[src/rtl/mmio_uart_pkg.sv]
// Shared definitions for the memory-mapped UART transmitter: register offsets,
// status bit positions and FSM encodings. Optional macro: UART_PARITY_EN.
package mmio_uart_pkg;

    localparam logic [31:0] TXDATA_OFS = 32'h0;
    localparam logic [31:0] STATUS_OFS = 32'h4;

    localparam int ST_FULL_BIT  = 0;
    localparam int ST_EMPTY_BIT = 1;
    localparam int ST_BUSY_BIT  = 2;
    localparam int ST_OVF_BIT   = 3;
    localparam int ST_CNT_LSB   = 4;
    localparam int ST_CNT_MSB   = 8;
    localparam int OVF_CLR_BIT  = 3;

    // The parity code exists only when the parity stage is built in.
    typedef enum logic [2:0] {
        ST_IDLE,
        ST_START,
        ST_DATA,
`ifdef UART_PARITY_EN
        ST_PARITY,
`endif
        ST_STOP
    } uart_state_e;

    function automatic logic even_parity(input logic [7:0] b);
        return ^b;
    endfunction

endpackage

[src/rtl/mmio_uart_tx_if.sv]
// Core data-bus view of the UART (A/WE/WD/RD, same bus as data memory) plus a
// debug tap of the transmitter FSM state.
interface mmio_uart_tx_if;
    import mmio_uart_pkg::*;

    // Single-cycle bus: a store takes effect at the clock edge where WE is high;
    // RD is a combinational function of A and has no handshake or wait states.
    logic        WE;
    logic [31:0] A;
    logic [31:0] WD;
    logic [31:0] RD;
    uart_state_e dbg_state;

    modport master (output WE, A, WD, input RD, dbg_state);
    modport slave  (input WE, A, WD, output RD, dbg_state);

endinterface

[src/rtl/uart_tx_fifo.sv]
// Synchronous byte FIFO feeding the UART serialiser. A push while full is
// accepted only when a pop happens on the same edge.
module uart_tx_fifo #(
    parameter int DEPTH = 8,
    parameter int CW    = $clog2(DEPTH) + 1
) (
    input  logic          clk,
    input  logic          rst,
    input  logic          push_i,
    input  logic          pop_i,
    input  logic [7:0]    din_i,
    output logic [7:0]    dout_o,
    output logic          full_o,
    output logic          empty_o,
    output logic [CW-1:0] count_o
);

    localparam int AW = $clog2(DEPTH);

    logic [7:0]    mem_q [DEPTH];
    logic [AW-1:0] wr_ptr_q;
    logic [AW-1:0] rd_ptr_q;
    logic [CW-1:0] count_q;
    logic          do_push;
    logic          do_pop;

    assign full_o  = (count_q == CW'(DEPTH));
    assign empty_o = (count_q == '0);
    assign do_pop  = pop_i && !empty_o;
    assign do_push = push_i && (!full_o || do_pop);

    always_ff @(posedge clk) begin
        if (do_push) begin
            mem_q[wr_ptr_q] <= din_i;
        end
    end

    always_ff @(posedge clk) begin
        if (!rst) begin
            wr_ptr_q <= '0;
            rd_ptr_q <= '0;
            count_q  <= '0;
        end else begin
            if (do_push) begin
                wr_ptr_q <= wr_ptr_q + AW'(1);
            end
            if (do_pop) begin
                rd_ptr_q <= rd_ptr_q + AW'(1);
            end
            case ({do_push, do_pop})
                2'b10:   count_q <= count_q + CW'(1);
                2'b01:   count_q <= count_q - CW'(1);
                default: count_q <= count_q;
            endcase
        end
    end

    assign dout_o  = mem_q[rd_ptr_q];
    assign count_o = count_q;

endmodule

[src/rtl/mmio_uart_tx.sv]
// Memory-mapped UART transmitter: TXDATA/STATUS decode, sticky overflow flag and
// the serialising FSM. Define UART_PARITY_EN to add an even-parity bit (8E1).
module mmio_uart_tx
    import mmio_uart_pkg::*;
#(
    parameter logic [31:0] BASE_ADDR  = 32'h0000_1000,
    parameter int          CLK_DIV    = 16,
    parameter int          FIFO_DEPTH = 8
) (
    input  logic          clk,
    input  logic          rst,
    mmio_uart_tx_if.slave bus_if,
    output logic          tx,
    output logic          busy
);

    localparam int            CNT_W       = $clog2(FIFO_DEPTH) + 1;
    localparam int            BW          = $clog2(CLK_DIV);
    localparam logic [BW-1:0] BAUD_LAST   = BW'(CLK_DIV - 1);
    localparam logic [31:0]   TXDATA_ADDR = BASE_ADDR + TXDATA_OFS;
    localparam logic [31:0]   STATUS_ADDR = BASE_ADDR + STATUS_OFS;

    uart_state_e   state_q;
    logic [BW-1:0] baud_q;
    logic [2:0]    bit_idx_q;
    logic [7:0]    shift_q;
    logic          tx_q;
    logic          ovf_q;
`ifdef UART_PARITY_EN
    logic          par_q;
`endif

    logic             wr_txdata;
    logic             wr_status;
    logic             baud_last;
    logic             fifo_pop;
    logic             fifo_full;
    logic             fifo_empty;
    logic [7:0]       fifo_dout;
    logic [CNT_W-1:0] fifo_count;
    logic [31:0]      status_rd;
    logic             unused_wd_hi;

    assign wr_txdata    = bus_if.WE && (bus_if.A == TXDATA_ADDR);
    assign wr_status    = bus_if.WE && (bus_if.A == STATUS_ADDR);
    assign baud_last    = (baud_q == BAUD_LAST);
    assign unused_wd_hi = ^bus_if.WD[31:8];

    // The next byte leaves the FIFO either from idle or on the final stop-bit
    // cycle, which is what makes back-to-back frames gapless.
    assign fifo_pop = !fifo_empty &&
                      ((state_q == ST_IDLE) || ((state_q == ST_STOP) && baud_last));

    uart_tx_fifo #(
        .DEPTH (FIFO_DEPTH),
        .CW    (CNT_W)
    ) u_fifo (
        .clk     (clk),
        .rst     (rst),
        .push_i  (wr_txdata),
        .pop_i   (fifo_pop),
        .din_i   (bus_if.WD[7:0]),
        .dout_o  (fifo_dout),
        .full_o  (fifo_full),
        .empty_o (fifo_empty),
        .count_o (fifo_count)
    );

    always_ff @(posedge clk) begin
        if (!rst) begin
            ovf_q <= 1'b0;
        end else if (wr_status && bus_if.WD[OVF_CLR_BIT]) begin
            ovf_q <= 1'b0;
        end else if (wr_txdata && fifo_full && !fifo_pop) begin
            ovf_q <= 1'b1;
        end
    end

    always_comb begin
        status_rd = '0;
        if (bus_if.A == STATUS_ADDR) begin
            status_rd[ST_CNT_MSB:ST_CNT_LSB] = 5'(fifo_count);
            status_rd[ST_OVF_BIT]            = ovf_q;
            status_rd[ST_BUSY_BIT]           = busy;
            status_rd[ST_EMPTY_BIT]          = fifo_empty;
            status_rd[ST_FULL_BIT]           = fifo_full;
        end
    end

    assign bus_if.RD        = status_rd;
    assign bus_if.dbg_state = state_q;

    always_ff @(posedge clk) begin
        if (!rst) begin
            state_q   <= ST_IDLE;
            baud_q    <= '0;
            bit_idx_q <= '0;
            shift_q   <= '0;
            tx_q      <= 1'b1;
`ifdef UART_PARITY_EN
            par_q     <= 1'b0;
`endif
        end else begin
            case (state_q)
                ST_IDLE: begin
                    baud_q <= '0;
                    tx_q   <= 1'b1;
                    if (fifo_pop) begin
                        shift_q   <= fifo_dout;
                        bit_idx_q <= '0;
                        tx_q      <= 1'b0;
                        state_q   <= ST_START;
`ifdef UART_PARITY_EN
                        par_q     <= even_parity(fifo_dout);
`endif
                    end
                end
                ST_START: begin
                    if (baud_last) begin
                        baud_q  <= '0;
                        tx_q    <= shift_q[0];
                        state_q <= ST_DATA;
                    end else begin
                        baud_q <= baud_q + BW'(1);
                    end
                end
                ST_DATA: begin
                    if (baud_last) begin
                        baud_q <= '0;
                        if (bit_idx_q == 3'd7) begin
`ifdef UART_PARITY_EN
                            tx_q    <= par_q;
                            state_q <= ST_PARITY;
`else
                            tx_q    <= 1'b1;
                            state_q <= ST_STOP;
`endif
                        end else begin
                            bit_idx_q <= bit_idx_q + 3'd1;
                            shift_q   <= shift_q >> 1;
                            tx_q      <= shift_q[1];
                        end
                    end else begin
                        baud_q <= baud_q + BW'(1);
                    end
                end
`ifdef UART_PARITY_EN
                ST_PARITY: begin
                    if (baud_last) begin
                        baud_q  <= '0;
                        tx_q    <= 1'b1;
                        state_q <= ST_STOP;
                    end else begin
                        baud_q <= baud_q + BW'(1);
                    end
                end
`endif
                ST_STOP: begin
                    if (baud_last) begin
                        baud_q <= '0;
                        if (fifo_pop) begin
                            shift_q   <= fifo_dout;
                            bit_idx_q <= '0;
                            tx_q      <= 1'b0;
                            state_q   <= ST_START;
`ifdef UART_PARITY_EN
                            par_q     <= even_parity(fifo_dout);
`endif
                        end else begin
                            state_q <= ST_IDLE;
                        end
                    end else begin
                        baud_q <= baud_q + BW'(1);
                    end
                end
                default: begin
                    tx_q    <= 1'b1;
                    state_q <= ST_IDLE;
                end
            endcase
        end
    end

    assign tx   = tx_q;
    assign busy = (state_q != ST_IDLE) || !fifo_empty;

endmodule
[src/flat_wrapper.sv]
// flat-port wrapper written by rule: the top's interface ports become plain ports
module mmio_uart_tx_flat import mmio_uart_pkg::*;
#(
    parameter logic [31:0] BASE_ADDR  = 32'h0000_1000,
    parameter int          CLK_DIV    = 16,
    parameter int          FIFO_DEPTH = 8
)
  (clk, rst, tx, busy, bus_if_WE, bus_if_A, bus_if_WD, bus_if_RD, bus_if_dbg_state);
  mmio_uart_tx_if bus_if_i ();
  input  logic clk;
  input  logic rst;
  output logic tx;
  output logic busy;
  input wire logic [$bits(bus_if_i.WE)-1:0] bus_if_WE;
  input wire logic [$bits(bus_if_i.A)-1:0] bus_if_A;
  input wire logic [$bits(bus_if_i.WD)-1:0] bus_if_WD;
  output wire logic [$bits(bus_if_i.RD)-1:0] bus_if_RD;
  output wire logic [$bits(bus_if_i.dbg_state)-1:0] bus_if_dbg_state;
  assign bus_if_i.WE = bus_if_WE;
  assign bus_if_i.A = bus_if_A;
  assign bus_if_i.WD = bus_if_WD;
  assign bus_if_RD = bus_if_i.RD;
  assign bus_if_dbg_state = bus_if_i.dbg_state;
  mmio_uart_tx #(.BASE_ADDR(BASE_ADDR), .CLK_DIV(CLK_DIV), .FIFO_DEPTH(FIFO_DEPTH)) u_core (.clk(clk), .rst(rst), .bus_if(bus_if_i), .tx(tx), .busy(busy));
endmodule
[config.mk]
export PLATFORM = sky130hd
export DESIGN_NAME = mmio_uart_tx_flat
export DESIGN_NICKNAME = d
export VERILOG_FILES = /design/src/rtl/mmio_uart_pkg.sv /design/src/rtl/mmio_uart_tx_if.sv /design/src/rtl/uart_tx_fifo.sv /design/src/rtl/mmio_uart_tx.sv /design/src/flat_wrapper.sv
export SDC_FILE = /design/constraint.sdc
export NUM_CORES = 1
export LEC_CHECK = 0
export BUFFER_PORTS_ARGS = -buffer_cell sky130_fd_sc_hd__buf_2
export CORE_ASPECT_RATIO = 0.5
export CORE_MARGIN = 2
export CORE_UTILIZATION = 28
export DETAILED_ROUTE_END_ITERATION = 8
export HOLD_SLACK_MARGIN = 0.12
export PLACE_DENSITY = 0.58
export SYNTH_ARGS = -nofsm -noshare
export SYNTH_HDL_FRONTEND = slang
export SYNTH_SLANG_ARGS = --single-unit
[constraint.sdc]
create_clock -name clk -period 7.88 [get_ports clk]
set_input_delay 0.394 -clock clk [delete_from_list [all_inputs] [get_ports clk]]
set_output_delay 0.394 -clock clk [all_outputs]
set_load 0.02 [all_outputs]
==> results.cfg <==
[outcome]
run_status = finished clean

[setup_path]
cp-start-kind = register
r2r.worst_path.cells = 12
reg2reg_to = u_core.u_fifo.count_o[3]$_SDFFE_PN0P_
crit_arrival_ns = 3.45
critPathBufInv = 2
crit_family = adder cells
endpoint_kind = register
crit_chain = inv_1, ha_1, a41o_1, o21ai_0, nor3_2, inv_2, ha_1, ha_1, a21o_1, a21oi_1, mux2i_1, mux2i_1
slowest_delay_ns = 0.36
r2r-start = u_core.bus_if.dbg_state[0]$_SDFFE_PN0P_
cp.depth = 12
reg2reg_slack_ns = 4.71
critPathRequiredTime_ns = 8.16
crit_path_top_delay_cell = dfxtp_1
crit_path_frequent_cell = ha_1
worstPathMaxFanout = 9
critPathKind = reg2reg

[grt]
grt_pass1_wl_um = 14440
grt_max_degree = 27
antenna_found_initial = 0
grt-ovfl-total = 0
grt.total_usage_pct = 11.21
grt_pass1_vias = 2756

[synth]
syn_inst = 340
syn_avg_cell_area_um2 = 12.92
ys_seq_elements = 96
yosys.area.top_type_share_pct = 43.74
synth_top_area_cell = edfxtp_1
synthTopCellsByArea = edfxtp_1, dfxtp_1, mux4_2, buf_4, ha_1
seq_area_frac_synth_pct = 58.31
async_flop_share_pct = 0
synth-edff-count = 64
yosysUniqueCellTypes = 49
synth.cell_area_um2 = 4394
synth-main-ff-cell = edfxtp_1
yosysWarnings = 0

[pwr]
swShare_pct = 23.97
comb_power_share_pct = 7.8
p_leak_nw = 1.853
internal_power_mw = 0.8212
p_clk_share_pct = 42.0
p_switching_mw = 0.2589
p_per_area_nw_per_um2 = 209.6
pwr-share-seq_pct = 50.2
ir_drop_uv = 110.3

[timing]
hold_violations = 0
setup_violations = 0
clock_skew_ns = 0.008839
relSlewSlack_pct = 30.03
fmax_mhz = 315.6
fin_setup_tns_ns = 0
whs_ns = 0.3165
period_share_pct = 40.20
tightest_slew_ns = 1.048
rsz0062_at_grt = no
min_period_ns = 3.168
final_max_slew_viol_count = 0

[drt]
drc = 0
vias = 2780
first_pass_iters = 4
via_per_inst = 4.587
drtIter0Drc = 132
ant_nets = 0
post_drt_wl_per_cell_um = 14.48
routed_wirelength_um = 8775

[place]
globalplace.congestion = 0.7302
dp_hpwl_um = 5986
numPortBuffers = 54

[die]
die_w_um = 181.2
core.rowCount = 32
ios = 104
core_um2 = 15370
die_area_um2 = 16770
die_height_um = 92.58
initial_core_util_pct = 28.58

[clock_tree]
cts.htree.levels = 3
cts_tree = yes
ctsResizeCount = 0
hold_buffers = 0
root_buffer = clkbuf_16
clk_path_buf_depth = 2
clkTransAtPathRegs_ns = 0.07
post_cts_buffers = 0
clock-sinks = 96
cts-buffers-inserted = 9
clk_latency_ns = 0.35

[final_layout]
fillers = 1533
nNetsFinal = 478
drive_above_1_share_pct = 26.12
syn2layout_area_growth_pct = 17.28
diodes = 0

[hold_path]
hold_path.startpoint = bus_if_WD[6]
min_to = u_core.u_fifo.mem_q[5][6]$_DFFE_PP_
hp-class = in2reg
hold-path-cell-count = 1

[flow_run]
drv_cap = 0
how the worst max path moves through the flow:
stage,startpoint,end,slack [ns]
finish,u_core.bus_if.dbg_state[0]$_SDFFE_PN0P_,u_core.u_fifo.count_o[3]$_SDFFE_PN0P_,4.71
global route,u_core.bus_if.dbg_state[0]$_SDFFE_PN0P_,u_core.u_fifo.count_o[3]$_SDFFE_PN0P_,4.48
CTS,u_core.bus_if.dbg_state[0]$_SDFFE_PN0P_,u_core.u_fifo.count_o[3]$_SDFFE_PN0P_,4.70
detailed placement,u_core.bus_if.dbg_state[0]$_SDFFE_PN0P_,u_core.u_fifo.count_o[3]$_SDFFE_PN0P_,4.72
global placement,u_core.bus_if.dbg_state[0]$_SDFFE_PN0P_,u_core.u_fifo.count_o[3]$_SDFFE_PN0P_,4.79
floorplan,u_core.bus_if.dbg_state[1]$_SDFFE_PN0P_,u_core.u_fifo.mem_q[2][0]$_DFFE_PP_,5.06
sequential cells by signal (all words and copies together), names as in the netlist, named ones only:
name / count
u_core.baud_q: 4
u_core.u_fifo.wr_ptr_q: 3
u_core.u_fifo.mem_q: 64
u_core.ovf_q: 1
u_core.u_fifo.count_o: 4
u_core.bit_idx_q: 3
u_core.tx: 1
u_core.u_fifo.rd_ptr_q: 3
u_core.bus_if.dbg_state: 2
u_core.shift_q: 8
synth_stat cells (2+ instances only):
library cell  count
edfxtp_1         64
dfxtp_1          32
buf_4            26
nor2_1           24
inv_1            17
nand2_1          17
mux4_2           16
o21ai_0          14
ha_1             13
mux2i_1          10
nor4_1           10
clkbuf_1          8
a21oi_1           7
nand3_1           7
o22ai_1           7
o32ai_1           7
a31oi_1           4
nand2b_1          4
nor3_1            4
nor4b_1           4
and2_1            3
and3_1            3
buf_2             3
nand4_1           3
a21o_1            2
a221oi_1          2
a41oi_1           2
and4_1            2
nor2b_1           2
or4_1             2
xnor2_1           2
xor2_1            2
cells by family after synthesis:
kind of cell	synth area share [%]
AO/OA/AOI/OAI	7.375
XOR/XNOR	0.7974
adder cells (fa/ha/maj)	4.157
buffers and inverters	7.346
flip-flops	58.31
multiplexers	10.73
other	0.08534
AND/OR/NAND/NOR	11.19
power groups by stage:
| stage | Sequential (mW) | Clock, mW | Combinational (mW) |
|---|---|---|---|
| 2_1_floorplan | 0.556 | 0 | 0.0628 |
| 3_3_place_gp | 0.554 | 0 | 0.0821 |
| 3_5_place_dp | 0.554 | 0 | 0.0839 |
| 4_1_cts | 0.542 | 0.465 | 0.0844 |
| 5_1_grt | 0.542 | 0.483 | 0.0954 |
| 6_report | 0.542 | 0.454 | 0.0841 |
per-layer routing:
layer / up-vias / GRT usage, % / part of all wire, %
li1: 1350 / - / -
met1: 1366 / 14.29 / 49
met2: 55 / 18.74 / 46
met3: 9 / 3.028 / 3.9
met4: 0 / 3.455 / 1.3
met5: - / 0 / 0
final cells by class:
type	count	area, µm²	area share (%)
inverter	18	67.56	1.311
multi-input combinational	211	1635	31.73
clock inverter	7	85.08	1.651
timing repair buffer	61	322.8	6.264
sequential	96	2562	49.72
tap	204	255.2	4.953
clock buffer	9	225.2	4.370
metrics by stage:
step	utilization, %	setup WS [ns]	std cells	total power [mW]	cell area, µm²
floorplan	-	5.059	364	0.6186	4484
global placement	31.50	4.794	590	0.6359	4843
detailed placement	31.50	4.723	590	0.6376	4843
CTS	33.52	4.705	606	1.091	5154
global route	33.52	4.477	606	1.121	5154
finish	33.52	4.712	606	1.080	5154
layout by cell type (no fill, tap or decap), types with 3 or more instances in the layout:
master / instances
edfxtp_1: 64
buf_2: 54
dfxtp_1: 32
conb_1: 25
nor2_1: 24
inv_1: 17
nand2_1: 17
mux4_2: 16
o21ai_0: 14
ha_1: 13
mux2i_1: 10
nor4_1: 9
clkbuf_16: 9
nand3_1: 7
a21oi_1: 7
o22ai_1: 7
o32ai_1: 7
buf_4: 7
nor4b_2: 5
a31oi_1: 4
nand2b_1: 4
nand4_1: 3
nor3_1: 3
and3_1: 3
and2_1: 3
inv_8: 3
No activity file was read; power rests on OpenSTA's default activity.
